## src/rtl/pwm_duty_sequencer_pkg.sv

```systemverilog
// Shared PWM definitions: default widths and the duty sequencer state encoding.
package pwm_pkg;

  localparam int DUTY_W_DEF = 8;
  localparam int HOLD_W_DEF = 8;

  localparam logic [2:0] ST_IDLE    = 3'd0;
  localparam logic [2:0] ST_UP      = 3'd1;
  localparam logic [2:0] ST_HOLD_HI = 3'd2;
  localparam logic [2:0] ST_DOWN    = 3'd3;
  localparam logic [2:0] ST_HOLD_LO = 3'd4;

  typedef enum logic [2:0] {
    S_IDLE    = ST_IDLE,
    S_UP      = ST_UP,
    S_HOLD_HI = ST_HOLD_HI,
    S_DOWN    = ST_DOWN,
    S_HOLD_LO = ST_HOLD_LO
  } seq_state_e;

endpackage

```

## src/rtl/pwm_duty_sequencer_hold_counter.sv

```systemverilog
// Tick-driven hold down-counter: load, decrement on tick, clear, zero flag.
module hold_counter #(
  parameter int W = 8
) (
  input  logic         clk,
  input  logic         rst,
  input  logic         clr,
  input  logic         load,
  input  logic [W-1:0] load_val,
  input  logic         dec,
  output logic         zero
);

  logic [W-1:0] cnt_q, cnt_d;

  always_comb begin
    cnt_d = cnt_q;
    if (clr) begin
      cnt_d = '0;
    end else if (load) begin
      cnt_d = load_val;
    end else if (dec && (cnt_q != '0)) begin
      cnt_d = cnt_q - W'(1);
    end
  end

  always_ff @(posedge clk or posedge rst) begin
    if (rst) cnt_q <= '0;
    else     cnt_q <= cnt_d;
  end

  assign zero = (cnt_q == '0);

endmodule

```

## src/rtl/pwm_duty_sequencer.sv

```systemverilog
// Breathing-pattern duty sequencer driven by divider ticks.
// state   | meaning
// IDLE    | waiting for start, duty held at 0
// UP      | duty += step per tick, saturating at max
// HOLD_HI | dwell at max for hold+1 ticks
// DOWN    | duty -= step per tick, floor at 0
// HOLD_LO | dwell at 0 for hold+1 ticks, then end of breath
module pwm_duty_sequencer
  import pwm_pkg::*;
#(
  parameter int DUTY_W = DUTY_W_DEF,
  parameter int HOLD_W = HOLD_W_DEF
) (
  input  logic              clk,
  input  logic              rst,
  input  logic              tick,
  input  logic              start,
  input  logic              stop,
  input  logic              repeat_en,
  input  logic [DUTY_W-1:0] cfg_step,
  input  logic [DUTY_W-1:0] cfg_max,
  input  logic [HOLD_W-1:0] cfg_hold,
  output logic [DUTY_W-1:0] duty,
  output logic              duty_upd,
  output logic              busy,
  output logic              cycle_done
);

  seq_state_e        state_q, state_d;
  logic [DUTY_W-1:0] duty_q, duty_d;
  logic [DUTY_W-1:0] step_q, step_d;
  logic [DUTY_W-1:0] max_q, max_d;
  logic [HOLD_W-1:0] hold_q, hold_d;
  logic              rep_q, rep_d;
  logic              duty_upd_q, duty_upd_d;
  logic              busy_q, busy_d;
  logic              cycle_done_q, cycle_done_d;

  logic              cnt_clr, cnt_load, cnt_dec, cnt_zero;
  logic [DUTY_W:0]   up_sum;

  // One extra bit so the ramp cannot wrap before saturation.
  assign up_sum = {1'b0, duty_q} + {1'b0, step_q};

  hold_counter #(.W(HOLD_W)) u_hold_counter (
    .clk      (clk),
    .rst      (rst),
    .clr      (cnt_clr),
    .load     (cnt_load),
    .load_val (hold_q),
    .dec      (cnt_dec),
    .zero     (cnt_zero)
  );

  always_comb begin
    state_d      = state_q;
    duty_d       = duty_q;
    step_d       = step_q;
    max_d        = max_q;
    hold_d       = hold_q;
    rep_d        = rep_q;
    cycle_done_d = 1'b0;
    cnt_clr      = 1'b0;
    cnt_load     = 1'b0;
    cnt_dec      = 1'b0;

    if ((state_q != S_IDLE) && stop) begin
      state_d = S_IDLE;
      duty_d  = '0;
      cnt_clr = 1'b1;
    end else begin
      case (state_q)
        S_IDLE: begin
          if (start && !stop) begin
            step_d  = (cfg_step == '0) ? DUTY_W'(1) : cfg_step;
            max_d   = cfg_max;
            hold_d  = cfg_hold;
            rep_d   = repeat_en;
            duty_d  = '0;
            state_d = S_UP;
          end
        end
        S_UP: begin
          if (tick) begin
            if (up_sum >= {1'b0, max_q}) begin
              duty_d   = max_q;
              state_d  = S_HOLD_HI;
              cnt_load = 1'b1;
            end else begin
              duty_d = up_sum[DUTY_W-1:0];
            end
          end
        end
        S_HOLD_HI: begin
          if (tick) begin
            if (cnt_zero) state_d = S_DOWN;
            else          cnt_dec = 1'b1;
          end
        end
        S_DOWN: begin
          if (tick) begin
            if (duty_q > step_q) begin
              duty_d = duty_q - step_q;
            end else begin
              duty_d   = '0;
              state_d  = S_HOLD_LO;
              cnt_load = 1'b1;
            end
          end
        end
        S_HOLD_LO: begin
          if (tick) begin
            if (cnt_zero) begin
              cycle_done_d = 1'b1;
              state_d      = rep_q ? S_UP : S_IDLE;
            end else begin
              cnt_dec = 1'b1;
            end
          end
        end
        default: begin
          state_d = S_IDLE;
          duty_d  = '0;
        end
      endcase
    end

    duty_upd_d = (duty_d != duty_q);
    busy_d     = (state_d != S_IDLE);
  end

  always_ff @(posedge clk or posedge rst) begin
    if (rst) begin
      state_q      <= S_IDLE;
      duty_q       <= '0;
      step_q       <= '0;
      max_q        <= '0;
      hold_q       <= '0;
      rep_q        <= 1'b0;
      duty_upd_q   <= 1'b0;
      busy_q       <= 1'b0;
      cycle_done_q <= 1'b0;
    end else begin
      state_q      <= state_d;
      duty_q       <= duty_d;
      step_q       <= step_d;
      max_q        <= max_d;
      hold_q       <= hold_d;
      rep_q        <= rep_d;
      duty_upd_q   <= duty_upd_d;
      busy_q       <= busy_d;
      cycle_done_q <= cycle_done_d;
    end
  end

  assign duty       = duty_q;
  assign duty_upd   = duty_upd_q;
  assign busy       = busy_q;
  assign cycle_done = cycle_done_q;

endmodule

```

## config.mk

```make
export PLATFORM = sky130hd
export DESIGN_NAME = pwm_duty_sequencer
export DESIGN_NICKNAME = d
export VERILOG_FILES = /design/src/rtl/pwm_duty_sequencer_pkg.sv /design/src/rtl/pwm_duty_sequencer_hold_counter.sv /design/src/rtl/pwm_duty_sequencer.sv
export SDC_FILE = /design/constraint.sdc
export NUM_CORES = 1
export LEC_CHECK = 0
export ABC_AREA = 1
export CAP_MARGIN = 20
export CORE_ASPECT_RATIO = 0.75
export CORE_MARGIN = 2
export CORE_UTILIZATION = 52
export DETAILED_ROUTE_END_ITERATION = 10
export PLACE_DENSITY = 0.82
export SLEW_MARGIN = 5
export SYNTH_ARGS = -nofsm -noshare
export SYNTH_HDL_FRONTEND = slang
export SYNTH_SLANG_ARGS = --single-unit
```

## constraint.sdc

```tcl
create_clock -name clk -period 2.95 [get_ports clk]
set_input_delay 0.59 -clock clk [delete_from_list [all_inputs] [get_ports clk]]
set_output_delay 0.59 -clock clk [all_outputs]
set_load 0.03 [all_outputs]
```

# Yosys cells after proc, flatten, opt, wreduce, memory -nomap -nowiden
# Index checks and enable logic that the tools add are counted.
[word_totals] register_bits=47 latchBits=0 ramBits=0 rom_bits=0 inputBits=30 elab_cells=72 memories=0
[op_classes] n_addsub=3 mul=0 div=0 n_lt_le_gt_ge=2 eq_ne=5 n_shift=0 muxes=38 bitwise_logic=1 reduce_logical=13
[op_table] operator="$mux W8" n=10
[op_table] operator="$pmux W8 S4" n=1
[op_table] operator="$mux W3" n=10
[op_table] operator="$logic_not A8 Y1" n=2
[op_table] operator="$mux W1" n=15
[op_table] operator="$pmux W3 S5" n=1
[op_table] operator="$add A8 B8 Y9" n=1
[op_table] operator="$ge A9 B8 Y1" n=1
[op_table] operator="$reduce_bool A3 Y1" n=3
[op_table] operator="$gt A8 B8 Y1" n=1
[op_table] operator="$ne A8 B8 Y1" n=1
[op_table] operator="$reduce_bool A8 Y1" n=1
[op_table] operator="$sub A8 B1 Y8 const B" n=1
[op_table] operator="$sub A8 B8 Y8" n=1
[op_table] operator="$eq A3 B2 Y1 const B" n=2
[op_table] operator="$eq A3 B1 Y1 const B" n=1
[op_table] operator="$eq A3 B3 Y1 const B" n=1
[op_table] operator="$logic_and A1 B1 Y1" n=3
[op_table] operator="$logic_not A3 Y1" n=1
[op_table] operator="$reduce_and A3 Y1" n=1
[op_table] operator="$pmux W1 S2" n=1
[op_table] operator="$reduce_or A2 Y1" n=1
[op_table] operator="$logic_not A1 Y1" n=1
[op_table] operator="$not A1 Y1" n=1

# Depth between registers and ports, before layout
# Gate-level depths: netlist of run 1.
[logic_depth] depth_word=9 depth_mapped=30 depth_no_buf=29

# By module
# From an unflattened synthesis of run 1, not the netlist that was laid out.
[unflattened] hier_cells=527 hier_area_um2=3658.5
[modules_own_cells] module="pwm_duty_sequencer" instances=1 cells_per_inst=435 area_per_inst_um2=3071.7 seq_area_each_um2=975.9
[modules_own_cells] module="hold_counter" instances=1 cells_per_inst=92 area_per_inst_um2=586.8 seq_area_each_um2=200.2

# Least setup slack after synthesis of run 1
# Ideal clock, no wire load.
[synth_path] path_type="reg-to-reg" startpoint="register duty_q[1], in the netlist duty[1]" endpoint="register duty_upd_q, in the netlist duty_upd" arrival_time_ns=3.115 required_ns=2.831 setup_slack_ns=-0.284 stages_incl_launch_ff=27 n_path_buf=0 path_cell_list="dfrtp_1 inv_1 fa_1 inv_1 nand3_1 nand2_1 xor2_1 inv_1 ha_1 nand2_1 inv_1 nand2_1 nand2_1 nand2_1 nand2_1 nand2_2 nand2_4 nor2_4 nand2_1 nand3_1 nand3_2 nand2_1 nand2_1 nand2_1 nand2_1 nor2_1 nand2_1"
[synth_via] elab_chain_cells=7
[synth_lines] element="from (decl)" line="pwm_duty_sequencer.sv:30" text="logic [DUTY_W-1:0] duty_q, duty_d;"
[synth_lines] element="from (signal assigned)" line="pwm_duty_sequencer.sv:145" text="duty_q <= duty_d;"
[synth_lines] element="$add A8 B8 Y9" line="pwm_duty_sequencer.sv:43" text="assign up_sum = {1'b0, duty_q} + {1'b0, step_q};"
[synth_lines] element="$ge A9 B8 Y1" line="pwm_duty_sequencer.sv:85" text="if (up_sum >= {1'b0, max_q}) begin"
[synth_lines] element="$mux W8" line="pwm_duty_sequencer.sv:85"
[synth_lines] element="$mux W8" line="pwm_duty_sequencer.sv:84" text="if (tick) begin"
[synth_lines] element="$pmux W8 S4" line="pwm_duty_sequencer.sv:72" text="case (state_q)"
[synth_lines] element="$mux W8" line="pwm_duty_sequencer.sv:67" text="if ((state_q != S_IDLE) && stop) begin"
[synth_lines] element="$ne A8 B8 Y1 (*)" line="pwm_duty_sequencer.sv:128" text="duty_upd_d = (duty_d != duty_q);"
[synth_lines] element="named net duty_upd_d" line="pwm_duty_sequencer.sv:35" text="logic duty_upd_q, duty_upd_d;"
[synth_lines] element="to (signal assigned)" line="pwm_duty_sequencer.sv:150" text="duty_upd_q <= duty_upd_d;"
[synth_lines] element="to (decl)" line="pwm_duty_sequencer.sv:35"
# Mark *: on every way through the listed nets, which the timed path passes. The rest lies on a longest branch.
# A chain may end at the register's enable or synchronous reset.

# Worst setup path after layout of run 1
[layout_path] startpoint="register step_q[0]" endpoint="register duty_upd_q, in the netlist duty_upd"
[layout_via] elab_chain_cells=7
[layout_lines] element="from (decl)" line="pwm_duty_sequencer.sv:31" text="logic [DUTY_W-1:0] step_q, step_d;"
[layout_lines] element="from (signal assigned)" line="pwm_duty_sequencer.sv:146" text="step_q <= step_d;"
[layout_lines] element="$add A8 B8 Y9" line="pwm_duty_sequencer.sv:43"
[layout_lines] element="$ge A9 B8 Y1" line="pwm_duty_sequencer.sv:85"
[layout_lines] element="$mux W8" line="pwm_duty_sequencer.sv:85"
[layout_lines] element="$mux W8" line="pwm_duty_sequencer.sv:84"
[layout_lines] element="$pmux W8 S4 (*)" line="pwm_duty_sequencer.sv:72"
[layout_lines] element="$mux W8 (*)" line="pwm_duty_sequencer.sv:67"
[layout_lines] element="$ne A8 B8 Y1 (*)" line="pwm_duty_sequencer.sv:128"
[layout_lines] element="named net duty_upd_d" line="pwm_duty_sequencer.sv:35"
# Marked as above.

==> results.md, run 1 <==
- CTS tree: yes
- Vias per cell: 5.41
- Post-Place Cells: 704
- Layout cells sized above 1: 0.294
- GP Congestion: 0.972
- Number of synthesized flops with an enable pin: 0
- Worst-Margin Slew: 0.871 ns
- 1st-iter DRT viols: 345
- Status: complete, but fails checks
- Die height: 76.7 µm
- Tcrit/Tclk final: 1.14
- GRT Util Overall: 0.292
- Post-DRT Antenna Nets: 0
- Max-cap violations: 0
- Slew Viols, Final: 0
- Worst EP required: 3.15 ns
- CTS Buf Count: 5
- Die area: 7740 µm²
- Ys flop type: dfrtp_1
- Site Rows: 26
- Drt drc: 0
- Crit. End Element: flop
- Reg-to-Reg End: duty_upd$_DFF_PP0_
- Nets: 711
- Post-synth ARST share: 1.00
- Syn avg cell area: 6.80 µm²
- FMAX: 0.298 GHz
- WL per Instance: 15.7 µm
- Critical path type: reg -> reg
- Worst Setup Slack, final: -0.406 ns
- Post-Layout Cell Count: 738
- FF-to-FF setup slack: -0.41 ns
- Final Cell Area: 5210 µm²
- Arr. time, crit path: 3.56 ns
- CTS max path bufs: 2
- RSZ-0062 raised after global routing: yes
- Hold WC Path Type: reg -> reg
- Synthesized instance count: 539
- Initial antenna violation count: 0
- Register area: 1180 µm²
- Hold Startpoint: hold_q[6]$_DFFE_PP0P_
- End of the worst hold path: hold_q[6]$_DFFE_PP0P_
- Failing checks: setup timing
- Initial Utilization: 0.536
- Global-route wire length before repair: 17.9 mm
- Synth area leader: dfrtp_1
- Number of global-route vias before repair: 3764
- Register area share after synthesis: 0.321
- Cell Area, Synth: 3660 µm²
- Most common cell in the netlist: nand2_1
- Layout area overhead: 42.3%
- IO buf count: 40
- Post-synth top cells: 155 x nand2_1, 85 x inv_1, 48 x nand3_1
- Setup Skew: 0.00343 ns
- Die X: 101 µm
- DP HPWL: 8.29 mm
- Overflow after GRT: 0
- Slew HR: 0.413
- Hold path depth: 2
- R2R depth: 25
- Synth area leaders: dfrtp_1 32%, nand2_1 16%, ha_1 8.9%
- Net count after synthesis: 597
- Yosys reg bits: 47
- CP startpoint kind: flop
- Filler instances: 505
- Worst r2r src: step_q[0]$_DFFE_PP0P_
- Diode count: 0
- # setup viols final: 20
- Cell Area, Placed: 4620 µm²
- Area of the multi-input gates: 2420 µm²
- Final count of hold timing violations: 0
- Tmin final: 3.36 ns
- Clk root buf: clkbuf_8
- Clock slew at reported path FFs: 0.10 ns
- Num ports: 41
- Routed vias: 3990
- Largest net degree at the start of global routing: 39
- Crit Path Max Fanout: 5
- Routed WL: 11.6 mm
- Post-Route Setup TNS: -4.39 ns
- Initial DRT Pass Iterations: 5
- H-tree level count: 2
- Setup WS pre-CTS: -0.447 ns
- Share of the synthesized area in the top cell type: 0.321
- Synth unique cells: 39
- Post-CTS Hold Buffers: 0
- Clock sinks: 47
- Core ar.: 6830 µm²
- YS warnings: 0
- Worst-Skew Late Latency: 0.31 ns
[timing repair]
action,CTS,global route
gates resized for setup,39,50
buffers inserted,15,9
gates cloned,1,1
pin swaps,20,27
setup endpoints to repair,20,20
hold endpoints to repair,0,0
[cell usage in the layout, fill, tap and decap left out, types with 6 or more instances in the layout]
master           count
a21oi_1             13
a21oi_2              7
buf_4               73
buf_6                6
clkdlybuf4s50_1     40
dfrtp_1             40
dfrtp_2              7
ha_1                13
ha_4                11
inv_1               70
inv_2               16
nand2_1            139
nand2_2             18
nand3_1             38
nand3_2             13
nand4_1             13
nor2_1              37
nor2_2               9
o21ai_0             24
o21ai_1             14
[per-layer routing]
layer | up-vias | global-route usage | share of wire
met3 | 25 | 0.0583 | 0.091
met5 | - | 0 | 0
met2 | 193 | 0.449 | 0.45
li1 | 1950 | - | -
met4 | 0 | 0.0743 | 0.016
met1 | 1822 | 0.423 | 0.44
[layout make-up]
| cell class | instances | share of cell area |
|---|---|---|
| well taps | 84 | 0.0202 |
| flip-flops and latches | 47 | 0.227 |
| inverters | 88 | 0.0643 |
| multi-input cells | 390 | 0.464 |
| clock inverters | 3 | 0.00888 |
| clock buffers | 5 | 0.0132 |
| repair buffers | 121 | 0.203 |
[cells by family (layout without fill, tap and decap cells)]
logic type | count (synthesis) | in the layout | synth area share
AND/OR/NAND/NOR | 281 | 282 | 0.336
buffers and inverters | 103 | 217 | 0.114
AO/OA/AOI/OAI | 73 | 73 | 0.113
flip-flops | 47 | 47 | 0.321
adder cells (fa/ha/maj) | 28 | 28 | 0.0997
XOR/XNOR | 7 | 7 | 0.0167
[worst max-delay path, cell delays in order, from the launching register on]
cell and delay [ns]:
dfrtp_1 0.41, ha_4 0.16, inv_2 0.04, fa_2 0.35, inv_2 0.08, nand3_2 0.07
nand2_2 0.07, xor2_1 0.20, inv_1 0.12, ha_4 0.31, nand2_2 0.07, nor2_1 0.15
a21oi_2 0.08, nand2_2 0.08, nand2_4 0.08, buf_12 0.13, nand2_4 0.08, nand3_1 0.09
nand3_2 0.09, nand3_2 0.09, nand2_2 0.07, nand2_1 0.05, nand2_1 0.09, nand2_1 0.07
nor2_2 0.12, nand2_1 0.09
[state kept, by name (all words and copies together) (netlist names)]
register / count
duty_upd: 1
u_hold_counter.cnt_q: 8
busy: 1
hold_q: 8
rep_q: 1
cycle_done: 1
duty: 8
max_q: 8
step_q: 8
state_q: 3
[through the flow]
stage / hold WS, ns / util
finish: 0.481 / 0.763
global route: 0.526 / 0.763
CTS: 0.481 / 0.728
detailed placement: 0.457 / 0.676
global placement: 0.454 / 0.676
floorplan: 0.437 / -
[worst max path at each step]
stage	endpoint	start	slack, ns
after floorplan	duty_upd$_DFF_PP0_	duty[4]$_DFF_PP0_	-0.09
after global placement	duty_upd$_DFF_PP0_	duty[3]$_DFF_PP0_	-0.38
after detailed placement	duty_upd$_DFF_PP0_	duty[3]$_DFF_PP0_	-0.45
after CTS	duty_upd$_DFF_PP0_	step_q[0]$_DFFE_PP0P_	-0.29
after global routing	duty_upd$_DFF_PP0_	step_q[1]$_DFFE_PP0P_	-0.59
final	duty_upd$_DFF_PP0_	step_q[0]$_DFFE_PP0P_	-0.41
Power of run 1 is left out: the tool's default activity adds up to more than one toggle a clock period on the data nets, which glitch-free logic cannot reach.
==> run 2: changes to the inputs <==
ABC_AREA = 0   (was 1)
==> run 2 against run 1 <==
Net effect: the flow still finishes with violations (setup timing); die area fell by 1.2%; cell area rose by 0.62%; register-to-register slack got worse by 0.68 ns; synthesized area fell by 1.3%; critical endpoint is now u_hold_counter.cnt_q[3]$_DFFE_PP0P_; global-route usage rose by 4.1 points; hold slack improved by 0.036 ns; clock skew rose by 0.013 ns.
==> results.md, run 2 <==
- Crit path depth: 20 (was 25)
- Vias per cell: 6.76 (was 5.41)
- Synthesized instance count: 401 (was 539)
- Xor and xnor area share after synthesis: 0.0266 (was 0.0167)
- Initial Utilization: 0.535 (was 0.536)
- Filler instances: 398 (was 505)
- Critical path's slowest cell: dfrtp_1 (unchanged)
- Most common cell in the netlist: dfrtp_1 (was nand2_1)
- Area share of fa/ha/maj cells after synthesis: 0.104 (was 0.0997)
- Crit path cell chain: inv_1 > ha_4 > buf_4 > a21oi_2 > nor2_1 > xnor2_2 > ha_1 > a21oi_2 > a21boi_1 > o31a_1 > buf_4 > buf_6 > o31ai_4 > buf_6 > a21oi_4 > buf_12 > buf_8 > nor3b_2 > a21oi_1 > o31ai_1
- Post-DRT Antenna Nets: 0 (unchanged)
- Worst Setup Slack, final: -1.09 ns (was -0.406 ns)
- Multiplexer share of the synthesized area: 0.107 (was 0)
- Complex-gate fraction of the synthesized area: 0.192 (was 0.113)
- Hold WC Path Type: reg -> reg (unchanged)
- Arr. time, crit path: 4.26 ns (was 3.56 ns)
- Overflow after GRT: 0 (unchanged)
- FMAX: 0.248 GHz (was 0.298 GHz)
- H-tree level count: 2 (unchanged)
- Failing checks: setup timing (unchanged)
- Max incr delay on CP: 0.43 ns (was 0.41 ns)
- Global-route wire length before repair: 19.9 mm (was 17.9 mm)
- CP bufs+invs: 7 (was 4)
- CTS max path bufs: 2 (unchanged)
- Synth area leaders: dfrtp_1 33%, ha_1 9.0%, mux2_2 8.7% (was dfrtp_1 32%, nand2_1 16%, ha_1 8.9%)
- YS warnings: 0 (unchanged)
- Die area: 7650 µm² (was 7740 µm²)
- 1st-iter DRT viols: 656 (was 345)
- Routed vias: 4132 (was 3990)
- GP Congestion: 0.974 (was 0.972)
- Worst EP required: 3.17 ns (was 3.15 ns)
- CP startpoint kind: flop (unchanged)
- DP HPWL: 8.19 mm (was 8.29 mm)
- Routed WL: 14.5 mm (was 11.6 mm)
- # setup viols final: 20 (unchanged)
- Status: complete, but fails checks (unchanged)
- Diode count: 0 (unchanged)
- Clock sinks: 47 (unchanged)
- Crit Path Max Fanout: 8 (was 5)
- Core ar.: 6770 µm² (was 6830 µm²)
- Layout area overhead: 45.0% (was 42.3%)
- Net count after synthesis: 459 (was 597)
- Register area share after synthesis: 0.325 (was 0.321)
- Synth area leader: dfrtp_1 (unchanged)
- Num ports: 41 (unchanged)
- Ys flop type: dfrtp_1 (unchanged)
- Synth Area in Simple Gates: 0.184 (was 0.336)
- Nets: 584 (was 711)
- WL per Instance: 23.7 µm (was 15.7 µm)
- Number of synthesized flops with an enable pin: 0 (unchanged)
- Tcrit/Tclk final: 1.37 (was 1.14)
- Slew HR: 0.444 (was 0.413)
- Crit path max-delay family: compound AO/OA/AOI/OAI gates (was simple AND/OR/NAND/NOR gates)
- Setup Skew: 0.0166 ns (was 0.00343 ns)
- Commonest non-fill, non-tap cells in the layout: 81 x buf_4, 43 x dfrtp_1, 40 x clkdlybuf4s50_1 (was 139 x nand2_1, 73 x buf_4, 70 x inv_1)
- Post-synth top cells: 47 x dfrtp_1, 38 x inv_1, 33 x a21oi_1 (was 155 x nand2_1, 85 x inv_1, 48 x nand3_1)
- Syn avg cell area: 9.02 µm² (was 6.80 µm²)
- Tmin final: 4.04 ns (was 3.36 ns)
- Layout cells sized above 1: 0.378 (was 0.294)
- Cell Area, Synth: 3620 µm² (was 3660 µm²)
- Number of global-route vias before repair: 3793 (was 3764)
- Hold path depth: 1 (was 2)
- Initial antenna violation count: 0 (unchanged)
- Site Rows: 26 (unchanged)
- Largest net degree at the start of global routing: 27 (was 39)
- Crit. End Element: flop (unchanged)
- Yosys reg bits: 47 (unchanged)
- Largest family of logic cells by synthesized area: compound AO/OA/AOI/OAI gates (was simple AND/OR/NAND/NOR gates)
- Post-synth ARST share: 1.00 (unchanged)
- Hold Startpoint: hold_q[7]$_DFFE_PP0P_ (was hold_q[6]$_DFFE_PP0P_)
- Worst setup path startpoint: step_q[2]$_DFFE_PP0P_ (was step_q[0]$_DFFE_PP0P_)
- Critical path type: reg -> reg (unchanged)
- Final count of hold timing violations: 0 (unchanged)
- Share of the synthesized area in the top cell type: 0.325 (was 0.321)
- Slew Viols, Final: 0 (unchanged)
- Die X: 100 µm (was 101 µm)
- Synth unique cells: 67 (was 39)
- Drt drc: 0 (unchanged)
- Worst-Skew Late Latency: 0.32 ns (was 0.31 ns)
- Die height: 76.2 µm (was 76.7 µm)
- Clk root buf: clkbuf_8 (unchanged)
- GRT Util Overall: 0.333 (was 0.292)
- Max-cap violations: 0 (unchanged)
- Post-Route Setup TNS: -15.93 ns (was -4.39 ns)
- Clock slew at reported path FFs: 0.10 ns (about the same)
- R2R depth: 20 (was 25)
- Initial DRT Pass Iterations: 7 (was 5)
- IO buf count: 40 (unchanged)
- CTS tree: yes (unchanged)
- CTS Buf Count: 5 (unchanged)
- Commonest non-fill, non-tap cell in the layout: buf_4 (was nand2_1)
- RSZ-0062 raised after global routing: yes (unchanged)
- Worst r2r src: step_q[2]$_DFFE_PP0P_ (was step_q[0]$_DFFE_PP0P_)
- Worst-Margin Slew: 0.827 ns (was 0.871 ns)
-- run 2: changes by cell type after synthesis, sizes merged, moves of 7 or more --
cell / change
nor3: +13
nand2: -135
nand3: -40
o21ai: -22
xnor2: +7
mux2i: +7
inv: -49
a21oi: +14
mux2: +28
nand4: -7
nor2: -25
-- run 2: area by class of cell --
class                   count  area, µm²  area share
repair buffers            132       1140       0.218
flip-flops and latches     47       1180       0.225
clock inverters             3       27.5     0.00525
well taps                  84        105      0.0200
clock buffers               5       68.8      0.0131
inverters                  40        150      0.0286
multi-input cells         300       2570       0.490
-- run 2: path summary, 6_finish.rpt --
kind / to / slack, ns
setup / recovery: u_hold_counter.cnt_q[3]$_DFFE_PP0P_ / -1.09
hold reg to reg: hold_q[7]$_DFFE_PP0P_ / 0.52
max in group asynchronous: duty[1]$_DFF_PP0_ / 1.79
min in group asynchronous: hold_q[0]$_DFFE_PP0P_ / 0.53
hold / removal: hold_q[7]$_DFFE_PP0P_ / 0.52
setup reg to reg: u_hold_counter.cnt_q[3]$_DFFE_PP0P_ / -1.09
-- run 2: what timing repair did --
| action | CTS | global route |
|---|---|---|
| cloned | 1 | 0 |
| pin swaps | 29 | 13 |
| setup endpoints to repair | 20 | 20 |
| resized for setup | 51 | 29 |
| buffers inserted | 11 | 7 |
| hold buffers | 0 | 0 |
-- run 2: stage by stage --
step / cell area [µm²] / setup slack [ns] / hold slack, ns / util / std cells
6_report: 5250 / -1.09 / 0.516 / 0.775 / 611
3_5_place_dp: 4640 / -0.815 / 0.494 / 0.686 / 585
2_1_floorplan: 3650 / -0.531 / 0.471 / - / 401
5_1_grt: 5250 / -1.05 / 0.545 / 0.775 / 611
4_1_cts: 5050 / -0.705 / 0.518 / 0.746 / 604
3_3_place_gp: 4640 / -0.727 / 0.488 / 0.686 / 585
-- run 2: cell families (layout without fill, tap and decap cells) --
| family | count (synthesis) | count (layout) |
|---|---|---|
| and+or+nand+nor | 124 | 124 |
| AOI/OAI and AO/OA | 101 | 101 |
| buffers and inverters | 54 | 180 |
| DFF | 47 | 47 |
| muxes | 35 | 35 |
| adders and majority gates | 29 | 29 |
| xor gates and xnor gates | 11 | 11 |
-- run 2: metal layers --
layer	wire length, µm	vias to the layer above	GRT usage	share of wire
met2	6230	388	0.505	0.43
li1	-	1698	-	-
met4	1040	0	0.0877	0.072
met3	1860	141	0.0789	0.13
met5	0	-	0	0
met1	5340	1905	0.480	0.37
Power of run 2 is left out for the same reason.
==> run 3: changes to the inputs <==
SETUP_SLACK_MARGIN = 0.4   (was unset)
==> run 3 against run 2 <==
Net effect: the run still ends with setup timing left; die area stayed put; first-iteration DRC count down 17%; utilization grew 1.3 points; sequential share of layout area decreased by 0.37 points; non-clock buffer count decreased by 5; critical path depth shrank 2; critical path type unchanged; highest routed layer unchanged.
==> results.md, run 3 (synthesized netlist as in run 2, its figures left out) <==
- 1st-iter DRT viols: 543 (was 656)
- Max-cap violations: 0 (unchanged)
- Most numerous cell on the critical path: buf_6
- Layout area overhead: 47.5% (was 45.0%)
- Global-route wire length before repair: 20.6 mm (was 19.9 mm)
- Routed WL: 14.5 mm (about the same)
- Initial antenna violation count: 0 (unchanged)
- Layout cells sized above 1: 0.400 (was 0.378)
- Tcrit/Tclk final: 1.34 (was 1.37)
- Final count of hold timing violations: 0 (unchanged)
- Site Rows: 26 (unchanged)
- Initial DRT Pass Iterations: 6 (was 7)
- Drt drc: 0 (unchanged)
- Num ports: 41 (unchanged)
- Slew Viols, Final: 0 (unchanged)
- Commonest non-fill, non-tap cell in the layout: buf_4 (unchanged)
- GRT Util Overall: 0.344 (was 0.333)
- Diode count: 0 (unchanged)
- Critical path type: reg -> reg (unchanged)
- Initial Utilization: 0.535 (unchanged)
- Filler instances: 370 (was 398)
- Die X: 100 µm (unchanged)
- Slew HR: 0.426 (was 0.444)
- Arr. time, crit path: 4.19 ns (was 4.26 ns)
- Die height: 76.2 µm (unchanged)
- DP HPWL: 8.26 mm (was 8.19 mm)
- Failing checks: setup timing (unchanged)
- Crit path cell chain: buf_4 > inv_1 > fa_2 > o21bai_4 > a21oi_2 > xnor2_2 > ha_1 > a21boi_2 > o31a_1 > buf_4 > buf_6 > o31ai_4 > buf_6 > a21oi_4 > buf_6 > nor3b_4 > a21oi_2 > o31ai_2 (was inv_1 > ha_4 > buf_4 > a21oi_2 > nor2_1 > xnor2_2 > ha_1 > a21oi_2 > a21boi_1 > o31a_1 > buf_4 > buf_6 > o31ai_4 > buf_6 > a21oi_4 > buf_12 > buf_8 > nor3b_2 > a21oi_1 > o31ai_1)
- H-tree level count: 2 (unchanged)
- Number of global-route vias before repair: 3807 (was 3793)
- Hold WC Path Type: reg -> reg (unchanged)
- CTS tree: yes (unchanged)
- CTS max path bufs: 2 (unchanged)
- Post-Place Cells: 579 (was 585)
- Post-CTS Hold Buffers: 0 (unchanged)
- RSZ-0062 raised after global routing: yes (unchanged)
- FMAX: 0.252 GHz (was 0.248 GHz)
- Worst Setup Slack, final: -1.01 ns (was -1.09 ns)
- Clock sinks: 47 (unchanged)
- Worst-Skew Late Latency: 0.32 ns (about the same)
- Setup Skew: 0.0105 ns (was 0.0166 ns)
- Final core utilization: 0.788 (was 0.775)
- Core ar.: 6770 µm² (unchanged)
- Status: complete, but fails checks (unchanged)
- Tmin final: 3.96 ns (was 4.04 ns)
- Clk root buf: clkbuf_8 (unchanged)
- IO buf count: 40 (unchanged)
- Commonest non-fill, non-tap cells in the layout: 69 x buf_4, 43 x dfrtp_1, 40 x clkdlybuf4s50_1 (was 81 x buf_4, 43 x dfrtp_1, 40 x clkdlybuf4s50_1)
- Clock slew at reported path FFs: 0.11 ns (was 0.10 ns)
- Largest net degree at the start of global routing: 38 (was 27)
- Worst-Margin Slew: 0.855 ns (was 0.827 ns)
- Nets: 580 (was 584)
- Vias per cell: 6.73 (was 6.76)
- WL per Instance: 23.9 µm (was 23.7 µm)
- # setup viols final: 20 (unchanged)
- Crit. End Element: flop (unchanged)
- Max incr delay on CP: 0.43 ns (about the same)
- Worst EP required: 3.18 ns (was 3.17 ns)
- GP Congestion: 0.986 (was 0.974)
- Post-DRT Antenna Nets: 0 (unchanged)
- Overflow after GRT: 0 (unchanged)
- CP startpoint kind: flop (unchanged)
- CTS Buf Count: 5 (unchanged)
- Routed vias: 4087 (was 4132)
- Post-Layout Cell Count: 607 (was 611)
- Crit Path Max Fanout: 5 (was 8)
- Die area: 7650 µm² (unchanged)
- Critical path's slowest cell: dfrtp_2 (was dfrtp_1)
## run 3: cell count changes in the layout (fill, tap and decap cells not counted), moves of 2 or more
cell and delta:
buf_4 -12, buf_6 +8, nand2_1 -3, nand2_2 +3
o21ai_1 -3, a21oi_2 +2, a31oi_1 -2, ha_1 -2
nor2_1 -2, nor3_1 -2, nor3_2 +2
## run 3: what timing repair did
| item | 4_1_cts | 5_1_grt |
|---|---|---|
| gates cloned | 2 | 0 |
| setup buffers | 12 | 6 |
| endpoints found under the setup margin | 20 | 20 |
| pin swaps | 34 | 31 |
| gates resized for setup | 62 | 43 |
## run 3: per-layer routing
metal | vias to the layer above | global-route usage | routed length [µm]
met5 | - | 0 | 0
met4 | 0 | 0.119 | 826
met3 | 92 | 0.0761 | 1720
met2 | 368 | 0.521 | 6470
met1 | 1937 | 0.488 | 5480
li1 | 1690 | - | -
## run 3: path summary, 6_finish.rpt
check                                                      end  cells past startpoint              start  slack [ns]
max                        u_hold_counter.cnt_q[3]$_DFFE_PP0P_                     18  duty[1]$_DFF_PP0_       -1.01
min                                          rep_q$_DFFE_PP0P_                      1  rep_q$_DFFE_PP0P_        0.52
max reg2reg                u_hold_counter.cnt_q[3]$_DFFE_PP0P_                     18  duty[1]$_DFF_PP0_       -1.01
min reg2reg                                  rep_q$_DFFE_PP0P_                      1  rep_q$_DFFE_PP0P_        0.52
max in group asynchronous                step_q[4]$_DFFE_PP0P_                      3                rst        1.54
min in group asynchronous                hold_q[1]$_DFFE_PP0P_                      2                rst        0.74
## run 3: worst max-delay path: cells and delay by family, from the launching register on
kind / cells / cell delay [ns]
flops: 1 / 0.43
simple gates: 1 / 0.25
xor+xnor: 1 / 0.21
buf+inv: 6 / 0.86
fa+ha+maj: 2 / 0.70
compound gates: 8 / 1.41
## run 3: final cells by class
cell class	count	area (µm²)	area share
multi-input combinational	301	2670	0.500
sequential	47	1180	0.221
timing repair buffer	127	1130	0.212
inverter	40	153	0.0286
tap	84	105	0.0197
clock buffer	5	68.8	0.0129
clock inverter	3	27.5	0.00516
## run 3: metrics by stage
stage          worst slack, ns  area [µm²]  TNS [ns]  hold WS, ns
4_1_cts                 -0.612        5080     -8.57        0.514
6_report                 -1.01        5340    -16.09        0.515
3_3_place_gp            -0.734        4610     -8.54        0.486
2_1_floorplan           -0.531        3650     -4.82        0.471
5_1_grt                  -1.11        5340    -18.10        0.526
3_5_place_dp            -0.733        4610     -9.66        0.490
Power of run 3 is left out for the same reason.
